[config.mk]
export PLATFORM = sky130hd
export DESIGN_NAME = hazard_scoreboard
export DESIGN_NICKNAME = d
export VERILOG_FILES = /design/src/rtl/hazard_scoreboard.sv
export SDC_FILE = /design/constraint.sdc
export NUM_CORES = 1
export LEC_CHECK = 0
export CAP_MARGIN = 25
export CORE_MARGIN = 2
export CORE_UTILIZATION = 48
export DETAILED_ROUTE_END_ITERATION = 6
export GPL_ROUTABILITY_DRIVEN = 0
export GPL_TIMING_DRIVEN = 1
export PLACE_DENSITY = 0.88
export SLEW_MARGIN = 40
export SYNTH_ARGS = -nofsm -noshare
export SYNTH_HDL_FRONTEND = slang
export SYNTH_SLANG_ARGS = --single-unit
[constraint.sdc]
create_clock -name clk -period 2.8 [get_ports clk]
set_clock_uncertainty 0.05 [all_clocks]
set_input_delay 0.56 -clock clk [delete_from_list [all_inputs] [get_ports clk]]
set_output_delay 0.56 -clock clk [all_outputs]
set_load 0.03 [all_outputs]
[src/rtl/hazard_scoreboard.sv]
// Hazard/forwarding scoreboard for the in-order pipeline: load-use stall, ID/EX bubble, IF/ID
// flush, registered EX forwarding selects and the HLT drain. Define FWD_EN to enable forwarding.
module hazard_scoreboard #(
    parameter int unsigned REG_AW   = 4,
    parameter int unsigned DEPTH    = 3,
    parameter bit          ZERO_REG = 1'b1
) (
    input  logic              clk,
    input  logic              rst,
    input  logic              id_valid,
    input  logic [REG_AW-1:0] id_src_a,
    input  logic              id_src_a_used,
    input  logic [REG_AW-1:0] id_src_b,
    input  logic              id_src_b_used,
    input  logic [REG_AW-1:0] id_dst,
    input  logic              id_wr,
    input  logic              id_is_load,
    input  logic              id_halt,
    input  logic              br_taken,
    output logic              stall,
    output logic              bubble_idex,
    output logic              flush_ifid,
    output logic [1:0]        ex_fwd_a_sel,
    output logic [1:0]        ex_fwd_b_sel,
    output logic              halt_done,
    output logic [15:0]       stall_cnt
);

    localparam int          LAST  = int'(DEPTH) - 1;
    localparam int unsigned CNT_W = $clog2(DEPTH + 1);

    typedef enum logic [1:0] {StRun, StDrain, StHalted} state_e;

    typedef struct packed {
        logic       stall;
        logic [1:0] sel;
    } src_res_t;

    state_e            state_q, state_d;
    logic [CNT_W-1:0]  drain_cnt_q, drain_cnt_d;
    logic              halt_done_d;

    logic [DEPTH-1:0]  ent_valid_q, ent_wr_q, ent_load_q;
    logic [REG_AW-1:0] ent_dst_q [DEPTH];

    logic              in_run, check_en, issue, halt_accept, src_stall;
    src_res_t          res_a, res_b;

    // Youngest matching entry decides the outcome for one source operand.
    function automatic src_res_t lookup(input logic [REG_AW-1:0] src, input logic used);
        src_res_t res;
        logic     found;
        res   = '0;
        found = 1'b0;
        for (int k = 0; k < int'(DEPTH); k++) begin
            if (!found && used && ent_valid_q[k] && ent_wr_q[k] && (ent_dst_q[k] == src) &&
                !(ZERO_REG && (src == '0))) begin
                found = 1'b1;
`ifdef FWD_EN
                if (k == 0) begin
                    res.stall = ent_load_q[0];
                    res.sel   = ent_load_q[0] ? 2'd0 : 2'd1;
                end else if (k == 1) begin
                    res.sel = 2'd2;
                end else if (k < LAST) begin
                    res.stall = 1'b1;
                end
`else
                if (k < LAST) begin
                    res.stall = 1'b1;
                end
`endif
            end
        end
        return res;
    endfunction

    always_comb begin
        in_run   = (state_q == StRun);
        check_en = id_valid && in_run;
        res_a    = '0;
        res_b    = '0;
        if (check_en) begin
            res_a = lookup(id_src_a, id_src_a_used);
            res_b = lookup(id_src_b, id_src_b_used);
        end
        src_stall = res_a.stall || res_b.stall;
    end

    // FSM: state register
    always_ff @(posedge clk or posedge rst) begin
        if (rst) begin
            state_q     <= StRun;
            drain_cnt_q <= '0;
            halt_done   <= 1'b0;
        end else begin
            state_q     <= state_d;
            drain_cnt_q <= drain_cnt_d;
            halt_done   <= halt_done_d;
        end
    end

    // FSM: next state
    always_comb begin
        state_d     = state_q;
        drain_cnt_d = drain_cnt_q;
        unique case (state_q)
            StRun: begin
                if (halt_accept) begin
                    state_d     = StDrain;
                    drain_cnt_d = CNT_W'(DEPTH);
                end
            end
            StDrain: begin
                drain_cnt_d = drain_cnt_q - CNT_W'(1);
                if (drain_cnt_q <= CNT_W'(1)) begin
                    drain_cnt_d = '0;
                    state_d     = StHalted;
                end
            end
            StHalted: begin
                state_d = StHalted;
            end
            default: begin
                state_d     = StRun;
                drain_cnt_d = '0;
            end
        endcase
        halt_done_d = halt_done || (state_d == StHalted);
    end

    // FSM: outputs
    always_comb begin
        stall       = src_stall || !in_run;
        bubble_idex = stall;
        flush_ifid  = id_valid && br_taken && !stall;
        issue       = id_valid && !stall;
        halt_accept = issue && id_halt;
    end

    // Entry 0 is EX; the oldest entry falls off the end after WB.
    always_ff @(posedge clk or posedge rst) begin
        if (rst) begin
            ent_valid_q <= '0;
            ent_wr_q    <= '0;
            ent_load_q  <= '0;
            for (int k = 0; k < int'(DEPTH); k++) begin
                ent_dst_q[k] <= '0;
            end
        end else begin
            ent_valid_q <= {ent_valid_q[DEPTH-2:0], issue};
            ent_wr_q    <= {ent_wr_q[DEPTH-2:0], issue && id_wr && !id_halt};
            ent_load_q  <= {ent_load_q[DEPTH-2:0], issue && id_is_load && !id_halt};
            for (int k = 1; k < int'(DEPTH); k++) begin
                ent_dst_q[k] <= ent_dst_q[k-1];
            end
            ent_dst_q[0] <= issue ? id_dst : '0;
        end
    end

`ifdef FWD_EN
    always_ff @(posedge clk or posedge rst) begin
        if (rst) begin
            ex_fwd_a_sel <= 2'd0;
            ex_fwd_b_sel <= 2'd0;
        end else begin
            ex_fwd_a_sel <= issue ? res_a.sel : 2'd0;
            ex_fwd_b_sel <= issue ? res_b.sel : 2'd0;
        end
    end
`else
    logic unused_fwd;
    assign unused_fwd   = ^{res_a.sel, res_b.sel, ent_load_q};
    assign ex_fwd_a_sel = 2'd0;
    assign ex_fwd_b_sel = 2'd0;
`endif

    always_ff @(posedge clk or posedge rst) begin
        if (rst) begin
            stall_cnt <= '0;
        end else if (stall && (stall_cnt != 16'hFFFF)) begin
            stall_cnt <= stall_cnt + 16'd1;
        end
    end

    a_bubble_is_stall: assert property (@(posedge clk) disable iff (rst) bubble_idex == stall);
    a_no_flush_on_stall: assert property (@(posedge clk) disable iff (rst) !(flush_ifid && stall));
    a_halt_done_state: assert property (@(posedge clk) disable iff (rst)
                                        halt_done |-> (state_q == StHalted));
    a_sel_legal: assert property (@(posedge clk) disable iff (rst)
                                  (ex_fwd_a_sel != 2'd3) && (ex_fwd_b_sel != 2'd3));

endmodule

Word-level counts from Yosys, hierarchy flattened

Index checks and enable logic that the tools add are counted.

Multiplexer cells: 15
Reduce and logical (&&, ||, !) cells: 40
$add $sub $neg: 2
Equal/unequal tests: 9
$lt $le $gt $ge: 1
Bitwise logic cells: 1

Operators by type and width:

| operator                | count |
|---|---|
| $logic_and A1 B1 Y1     | 26 |
| $add A16 B1 Y16 const B | 1 |
| $eq A4 B4 Y1            | 4 |
| $ne A16 B16 Y1 const B  | 1 |
| $pmux W2 S3             | 2 |
| $logic_not A4 Y1        | 2 |
| $mux W2                 | 4 |
| $logic_not A1 Y1        | 7 |
| $mux W1                 | 6 |
| $mux W3                 | 2 |
| $eq A2 B2 Y1 const B    | 2 |
| $mux W4                 | 1 |
| $logic_or A1 B1 Y1      | 3 |
| $eq A2 B1 Y1 const B    | 1 |
| $le A2 B1 Y1 const B    | 1 |
| $logic_not A2 Y1        | 1 |
| $ne A2 B1 Y1 const B    | 1 |
| $reduce_and A2 Y1       | 1 |
| $sub A2 B1 Y2 const B   | 1 |
| $not A1 Y1              | 1 |

Logic and storage cells: 76
Input port bits: 21
Flip-flop bits (word level): 33

Depth between registers and ports, before layout

Gate-level depths: netlist of the first run.

Depth in word-level cells: 23
Depth in mapped cells: 8

Worst setup path after synthesis of the first run

Ideal clock, no wire load.

Path kind: input-to-output
From: input port id_src_a[0]
To: output port stall
Buffers on the path: 2
Arrival time: 2021 ps
Data required time: 2190 ps
Setup slack: 169 ps
Stages on the path: 6
Cells stage by stage: o41ai_1 > o211ai_4 > a21oi_4 > buf_6 > inv_1 > buf_4

Cells in the longest elaborated chain, start to end: 15
Elaborated cells between the ends (all ways): 18

RTL lines:

| element                                                        | line | RTL |
|---|---|---|
| from (decl)                                                    | 11   | `input logic [REG_AW-1:0] id_src_a,` |
| $eq A4 B4 Y1 / $logic_not A4 Y1 (equally long branches)        | -    |  |
| $logic_and A1 B1 Y1 / $logic_not A1 Y1 (equally long branches) | -    |  |
| $logic_and A1 B1 Y1                                            | 56   | `if (!found && used && ent_valid_q[k] && ent_wr_q[k] && (ent_dst_q[k] == src) &&` |
| $mux W1                                                        | 56   |  |
| $mux W1                                                        | 83   | `if (check_en) begin` |
| $logic_not A1 Y1                                               | 56   |  |
| $logic_and A1 B1 Y1 (5 in series)                              | 56   |  |
| $mux W1 (*)                                                    | 56   |  |
| $mux W3 (*)                                                    | 83   |  |
| $logic_or A1 B1 Y1 (*)                                         | 87   | `src_stall = res_a.stall \|\| res_b.stall;` |
| $logic_or A1 B1 Y1 (*)                                         | 134  | `stall = src_stall \|\| !in_run;` |
| to (decl)                                                      | 20   | `output logic stall,` |

Every way passes the cells marked *; elsewhere a longest branch is shown, timed or not. The select of a mux whose other input is x is not followed.

Worst setup path in the final report of the first run

From: input port id_src_b[3]
To: output port flush_ifid

Cells in the longest elaborated chain, start to end: 17
Elaborated cells between the ends (all ways): 20

RTL lines:

| element                                                        | line | RTL |
|---|---|---|
| from (decl)                                                    | 13   | `input logic [REG_AW-1:0] id_src_b,` |
| $eq A4 B4 Y1 / $logic_not A4 Y1 (equally long branches)        | -    |  |
| $logic_and A1 B1 Y1 / $logic_not A1 Y1 (equally long branches) | -    |  |
| $logic_and A1 B1 Y1                                            | 56   |  |
| $mux W1                                                        | 56   |  |
| $mux W1                                                        | 83   |  |
| $logic_not A1 Y1                                               | 56   |  |
| $logic_and A1 B1 Y1 (5 in series)                              | 56   |  |
| $mux W1 (*)                                                    | 56   |  |
| $mux W3 (*)                                                    | 83   |  |
| $logic_or A1 B1 Y1 (*)                                         | 87   |  |
| $logic_or A1 B1 Y1 (*)                                         | 134  |  |
| $logic_not A1 Y1 (*)                                           | 136  | `flush_ifid = id_valid && br_taken && !stall;` |
| $logic_and A1 B1 Y1 (*)                                        | 136  |  |
| to (decl)                                                      | 22   | `output logic flush_ifid,` |

Marked as above.

==> metrics.txt, run 1 <==
status=complete, no violations; RSZ-0062 raised after global routing=false; core area=between 3000 and 4000 um2; Setup TNS=0 ps; die height=between 60 and 70 um; CP endpoint kind=primary output; largest cells by area after synthesis=dfrtp_1 49%, xor2_1 11%, xnor2_1 3.1%, nor3_1 3.0%, buf_4 2.2%; Synth cell types=36; cell accounting for the most synthesized area=dfrtp_1; Max Clk Rate=369 MHz; CTS tree=done; CTS buffer count=5; Worst IR Drop VDD=0.000585 V; Synth Instances=approximately 160; leakage power=0.00102 uW; drt first pass iters=4; die width=between 60 and 70 um; die area=4020 um2; post-synthesis mux area share=1.33%; Avg Inst Size Synth=10.9 um2; Routed Antenna Nets=0; Mapped Area=1690 um2; Hold Vio Cnt, Final=0; Via Count=approximately 1300; CTS Buffer Depth=2; final net count=~230; PortBufs=39; clk sink count=33; Inserted Diodes=0; top cells by count, synth=33 x dfrtp_1, 21 x xor2_1, 10 x nor3_1; max cap viols=0; io pins=45; post-synthesis simple-gate area fraction=around 22%; YS warnings=0; layout cells sized above 1=between 10% and 20%; clock insertion delay at the later pin of the skew report=330 ps; Async S/R FF share, synth=100%; FF/Latch Area=826 um2; grt ovf=0; first-pass GRT wire length=6030 um; clock-pin slew on the worst setup and hold paths=~90 ps; CP max FO=3; WHS Path Cells=0; CP Launch Type=input port; part of the cycle the worst path needs=96.7%; adder-cell share of the synthesized area=0.739%; min Tclk post-route=2710 ps; register area share after synthesis=48.8%; CTS root buf=clkbuf_4; Post-synth EDFFs=0; Util after Layout=66.6%; Compound-Gate Fraction of Synth Area=8.35%; starting density of the core=50.3%; initial drt markers=54; DRC viols=0; post-layout power=about 1800 uW; largest family of logic cells by synthesized area=simple AND/OR/NAND/NOR gates; #FFs+latches synth=33; pins over their slew limit=0; Pwr per Cell Area=786 nW/um2; Setup CP Type=in -> out; post-synthesis xor/xnor area fraction=14.0%; DP HPWL=about 2500 um; Reg2Reg Depth=8; P&R area growth vs syn=32.4%; post-CTS setup buffer count=0; WP data required=2190 ps; Fillers=268; All-Layer GR Usage=19.0%; pin count of the biggest net entering global routing=34; Final setup viols=0; number of vias per cell=5.16; CTS HTree Levels=2; top-count cell post-synth=dfrtp_1; vias in the first global route=1425; Avg WL per Cell=13.3 um; Synth Flop Type=dfrtp_1; CP arrival=approximately 2100 ps; initial antenna violation count=0; Routed WL=3400 um; Hold WC Path Type=reg -> reg; area of the multi-input gates=about 820 um2; post-synth top area share=48.8%; Rows=21
## layout make-up
type                    count  share of cell area, %
multi-input cells         113                   36.6
well taps                  46                   2.57
clock buffers               7                   2.46
repair buffers             50                   20.5
flip-flops and latches     33                   36.9
inverters                   6                   1.01
## registers in the layout, indices dropped and copies added (netlist names)
| register | flops |
|---|---|
| ent_dst_q | 8 |
| drain_cnt_q | 2 |
| stall_cnt | 16 |
| ent_valid_q | 2 |
| state_q | 2 |
| ent_wr_q | 2 |
| halt_done | 1 |
## repair_timing
item / 4_1_cts / 5_1_grt
gates resized for setup: 12 / 0
hold buffers: 0 / 0
setup endpoints to repair: 3 / 0
## metrics by stage
stage | hold slack (ps) | cells | instance area [um2] | worst slack, ps
finish | 346 | 255 | 2240 | 92.9
detailed placement | 323 | 248 | 2180 | -131
floorplan | 304 | 158 | 1700 | 169
global placement | 309 | 248 | 2180 | -77.1
global route | 370 | 255 | 2240 | 10.8
CTS | 343 | 255 | 2240 | 77.4
## routing by layer
layer	GRT usage [%]	vias up	part of all wire (%)
met5	0	-	0
met2	33.7	30	50
li1	-	635	-
met4	8.42	0	1.4
met3	3.57	6	3.5
met1	22.1	646	45
## placed cells by master (no fill, tap or decap), types with 4 or more instances in the layout
master and n:
nand3_1 6, and2_1 4, and3_1 5, xor2_1 21
nor4b_1 4, nor3_1 10, or2_2 4, inv_1 6
a21oi_1 4, nand4_1 4, buf_4 13, nor2_1 7
clkdlybuf4s50_1 28, xnor2_1 6, conb_1 4, dfrtp_1 33
nand2b_1 4, nand2_1 7, clkbuf_4 5, dlygate4sd2_1 8
## final timing paths
kind | from | to | slack, ps
worst max-delay path | id_src_b[3] | flush_ifid | 90
worst min-delay path | ent_wr_q[0]$_DFF_PP0_ | ent_wr_q[1]$_DFF_PP0_ | 350
worst max register to register | stall_cnt[0]$_DFFE_PP0P_ | stall_cnt[10]$_DFFE_PP0P_ | 560
worst min register to register | ent_wr_q[0]$_DFF_PP0_ | ent_wr_q[1]$_DFF_PP0_ | 350
max in group asynchronous | rst | ent_dst_q[9]$_DFF_PP0_ | 1830
min in group asynchronous | rst | stall_cnt[10]$_DFFE_PP0P_ | 550
## critical path, cell delays in order
cell           delay, ps
dlygate4sd2_1        260
o41ai_2              400
nor3_1                90
nand4_1              130
o211ai_4             130
nor3_4               230
and2_4               170
buf_6                120
## where the power goes
group          leakage, uW  switching [uW]  total [uW]  internal (uW)
Clock            0.0000314             147         266            119
Sequential        0.000425             123         715            593
Combinational     0.000564             427         781            355
Total              0.00102             696        1760           1070
## kinds of logic after synthesis
family,after synthesis
AND/OR/NAND/NOR,63
flip-flops,33
XOR/XNOR,27
AO/OA/AOI/OAI,16
buffers and inverters,12
multiplexers,2
adder cells (fa/ha/maj),1
other,1
Note: power is estimated with default switching activity, not from simulation.
==> run 2: changes to the inputs <==
--- a/config.mk
+++ b/config.mk
@@ -5,7 +5,7 @@
 export SDC_FILE = /design/constraint.sdc
 export NUM_CORES = 1
 export LEC_CHECK = 0
-export CAP_MARGIN = 25
+export CAP_MARGIN = 20
 export CORE_MARGIN = 2
 export CORE_UTILIZATION = 48
 export DETAILED_ROUTE_END_ITERATION = 6
==> results of run 2 <==
Same layout as run 1: the final DEF is identical, and so are final timing and power.
==> run 3: changes to the inputs <==
--- a/config.mk
+++ b/config.mk
@@ -6,7 +6,7 @@
 export NUM_CORES = 1
 export LEC_CHECK = 0
 export CAP_MARGIN = 20
-export CORE_MARGIN = 2
+export CORE_MARGIN = 8
 export CORE_UTILIZATION = 48
 export DETAILED_ROUTE_END_ITERATION = 6
 export GPL_ROUTABILITY_DRIVEN = 0
==> metrics.txt, run 3 (same netlist as run 1, synthesis figures left out) <==
status=complete, no violations; met3 usage=4.74% (+1.2 points); CTS tree=done; max incr delay on CP=520 ps (+120 ps); CP bufs+invs=3 (+1); pin count of the biggest net entering global routing=34 (unchanged); Largest Register=stall_cnt; DP HPWL=2740 um (+7.7%); Setup CP Type=in -> out; Hold WC Path Type=reg -> reg; part of the cycle the worst path needs=96.3% (-0.35 points); Hold Crit Start=ent_wr_q[0]$_DFF_PP0_; vias in the first global route=1227 (-14%); CP arrival=2090 ps (about the same); die width=75.4 um (+19%); critical-path cell list=clkdlybuf4s50_1 -> o41ai_4 -> nor3_1 -> nand4_1 -> o211ai_4 -> a21oi_4 -> inv_1 -> buf_4; Hold Vio Cnt, Final=0 (unchanged); Pwr per Cell Area=780 nW/um2 (-0.81%); CP Launch Type=input port; CP endpoint kind=primary output; Worst IR Drop VDD=0.000797 V (+36%); delay-heaviest family, CP=buffers and inverters; pins over their slew limit=0 (unchanged); Via Count=1284 (-2.5%); worst r2r dst=stall_cnt[10]$_DFFE_PP0P_; max cap viols=0 (unchanged); Top Registers=stall_cnt: 16 flops, ent_dst_q: 8 flops; clk sink count=33 (unchanged); WP data required=2190 ps (about the same); initial drt markers=83 (+54%); io pins=45 (unchanged); PortBufs=39 (unchanged); most frequent cells in the layout=33 x dfrtp_1, 28 x clkdlybuf4s50_1, 21 x xor2_1, 10 x nor3_1, 10 x buf_4; CP max FO=3 (unchanged); Critical-path top delay cell=clkdlybuf4s50_1; post-route cell area=2250 um2 (+0.34%); number of vias per cell=5.08 (-1.7%); Routed Antenna Nets=0 (unchanged); max FFs per register=16 (unchanged); layout cells sized above 1=16.9% (-0.80 points); commonest non-fill, non-tap cell in the layout=dfrtp_1; Final setup viols=0 (unchanged); WHS Path Cells=0 (unchanged); CTS Buffer Depth=2 (unchanged); GR Util met2=20.6% (-13 points); clock-pin slew on the worst setup and hold paths=90 ps (about the same); min Tclk post-route=2700 ps (-9.93 ps); DRC viols=0 (unchanged); leakage power=0.00102 uW (about the same); die height=75.4 um (+19%); non-filler cells, final=253 (-0.78%); placed cells=246 (-0.81%); first-pass GRT wire length=5800 um (-3.9%); final net count=229 (-0.87%); CTS HTree Levels=2 (unchanged); core area=3360 um2 (unchanged); Util after Layout=66.9% (+0.22 points); Hold WS=330 ps (-16.4 ps); starting density of the core=50.3% (unchanged); post-CTS setup buffer count=0 (unchanged); met1 Use GR=17.6% (-4.5 points); grt ovf=0 (unchanged); Routed WL=3600 um (+5.9%); P&R area growth vs syn=32.8%; Inserted Diodes=0 (unchanged); CTS buffer count=5 (unchanged); Worst R2R Start=stall_cnt[0]$_DFFE_PP0P_; Reg2Reg Depth=8 (unchanged); Rows=21 (unchanged); All-Layer GR Usage=13.7% (-5.3 points); initial antenna violation count=0 (unchanged); Placed Area=2180 um2 (-0.11%); die area=5680 um2 (+41%); Max Clk Rate=371 MHz (+0.37%); R2R Setup Slk=550 ps (about the same); GR peak layer=met2; CTS root buf=clkbuf_4; Avg WL per Cell=14.2 um (+6.7%); hold endpoint=ent_wr_q[1]$_DFF_PP0_; clock insertion delay at the later pin of the skew report=330 ps (about the same); drt first pass iters=4 (unchanged)
-- run 3: cell count changes in the layout (fill, tap and decap cells not counted) --
cell,change
and2_4,-1
buf_4,-3
nor3_2,+1
and2_1,+1
buf_12,+1
nor3_4,-1
o41ai_1,-1
o41ai_4,+1
-- run 3: metrics by stage --
stage	setup slack (ps)	TNS, ps	total power (uW)
after floorplan	169	0	1210
after CTS	57.3	0	1770
after global placement	-78.0	-180	1480
final	103	0	1750
after detailed placement	-122	-364	1500
after global routing	-26.0	-51.4	1870
-- run 3: report_power, final --
group          switching [uW]  internal, uW  leakage (uW)
combinational             429           352      0.000565
sequential                117           593      0.000425
clock                     144           118     0.0000314
-- run 3: worst register-to-register path, cell delays in order, from the launching register on --
cell	delay, ps
dfrtp_1	420
ha_1	230
nand3_1	200
or2_2	390
nor2_1	260
nor2_1	100
and3_1	200
a211oi_1	230
a31oi_1	70
-- run 3: layout make-up --
class / instances / area, um2
Clock buffer: 7 / 55.1
Fill cell: 271 / 1110
Inverter: 6 / 22.5
Multi-Input combinational cell: 113 / 831
Sequential cell: 33 / 826
Tap cell: 46 / 57.6
Timing Repair Buffer: 48 / 457
-- run 3: worst max path at each step --
stage | start | endpoint | slack (ps) | cells past startpoint
4_1_cts | id_src_b[3] | flush_ifid | 60 | 8
2_1_floorplan | id_src_a[0] | stall | 170 | 6
3_5_place_dp | id_src_a[0] | stall | -120 | 8
5_1_grt | id_src_b_used | bubble_idex | -30 | 8
3_3_place_gp | id_src_b[0] | flush_ifid | -80 | 8
6_report | id_src_b_used | stall | 100 | 8
-- run 3: repair_timing --
action,in CTS,in global routing
resized for setup,11,1
pin swaps,11,2
gates cloned,0,0
hold buffers,0,0
endpoints found under the setup margin,3,1
-- run 3: routing by layer --
layer,share of wire [%],wire (um)
met1,44,1580
met2,50,1810
met3,4.5,163
met4,1.3,47
met5,0,0
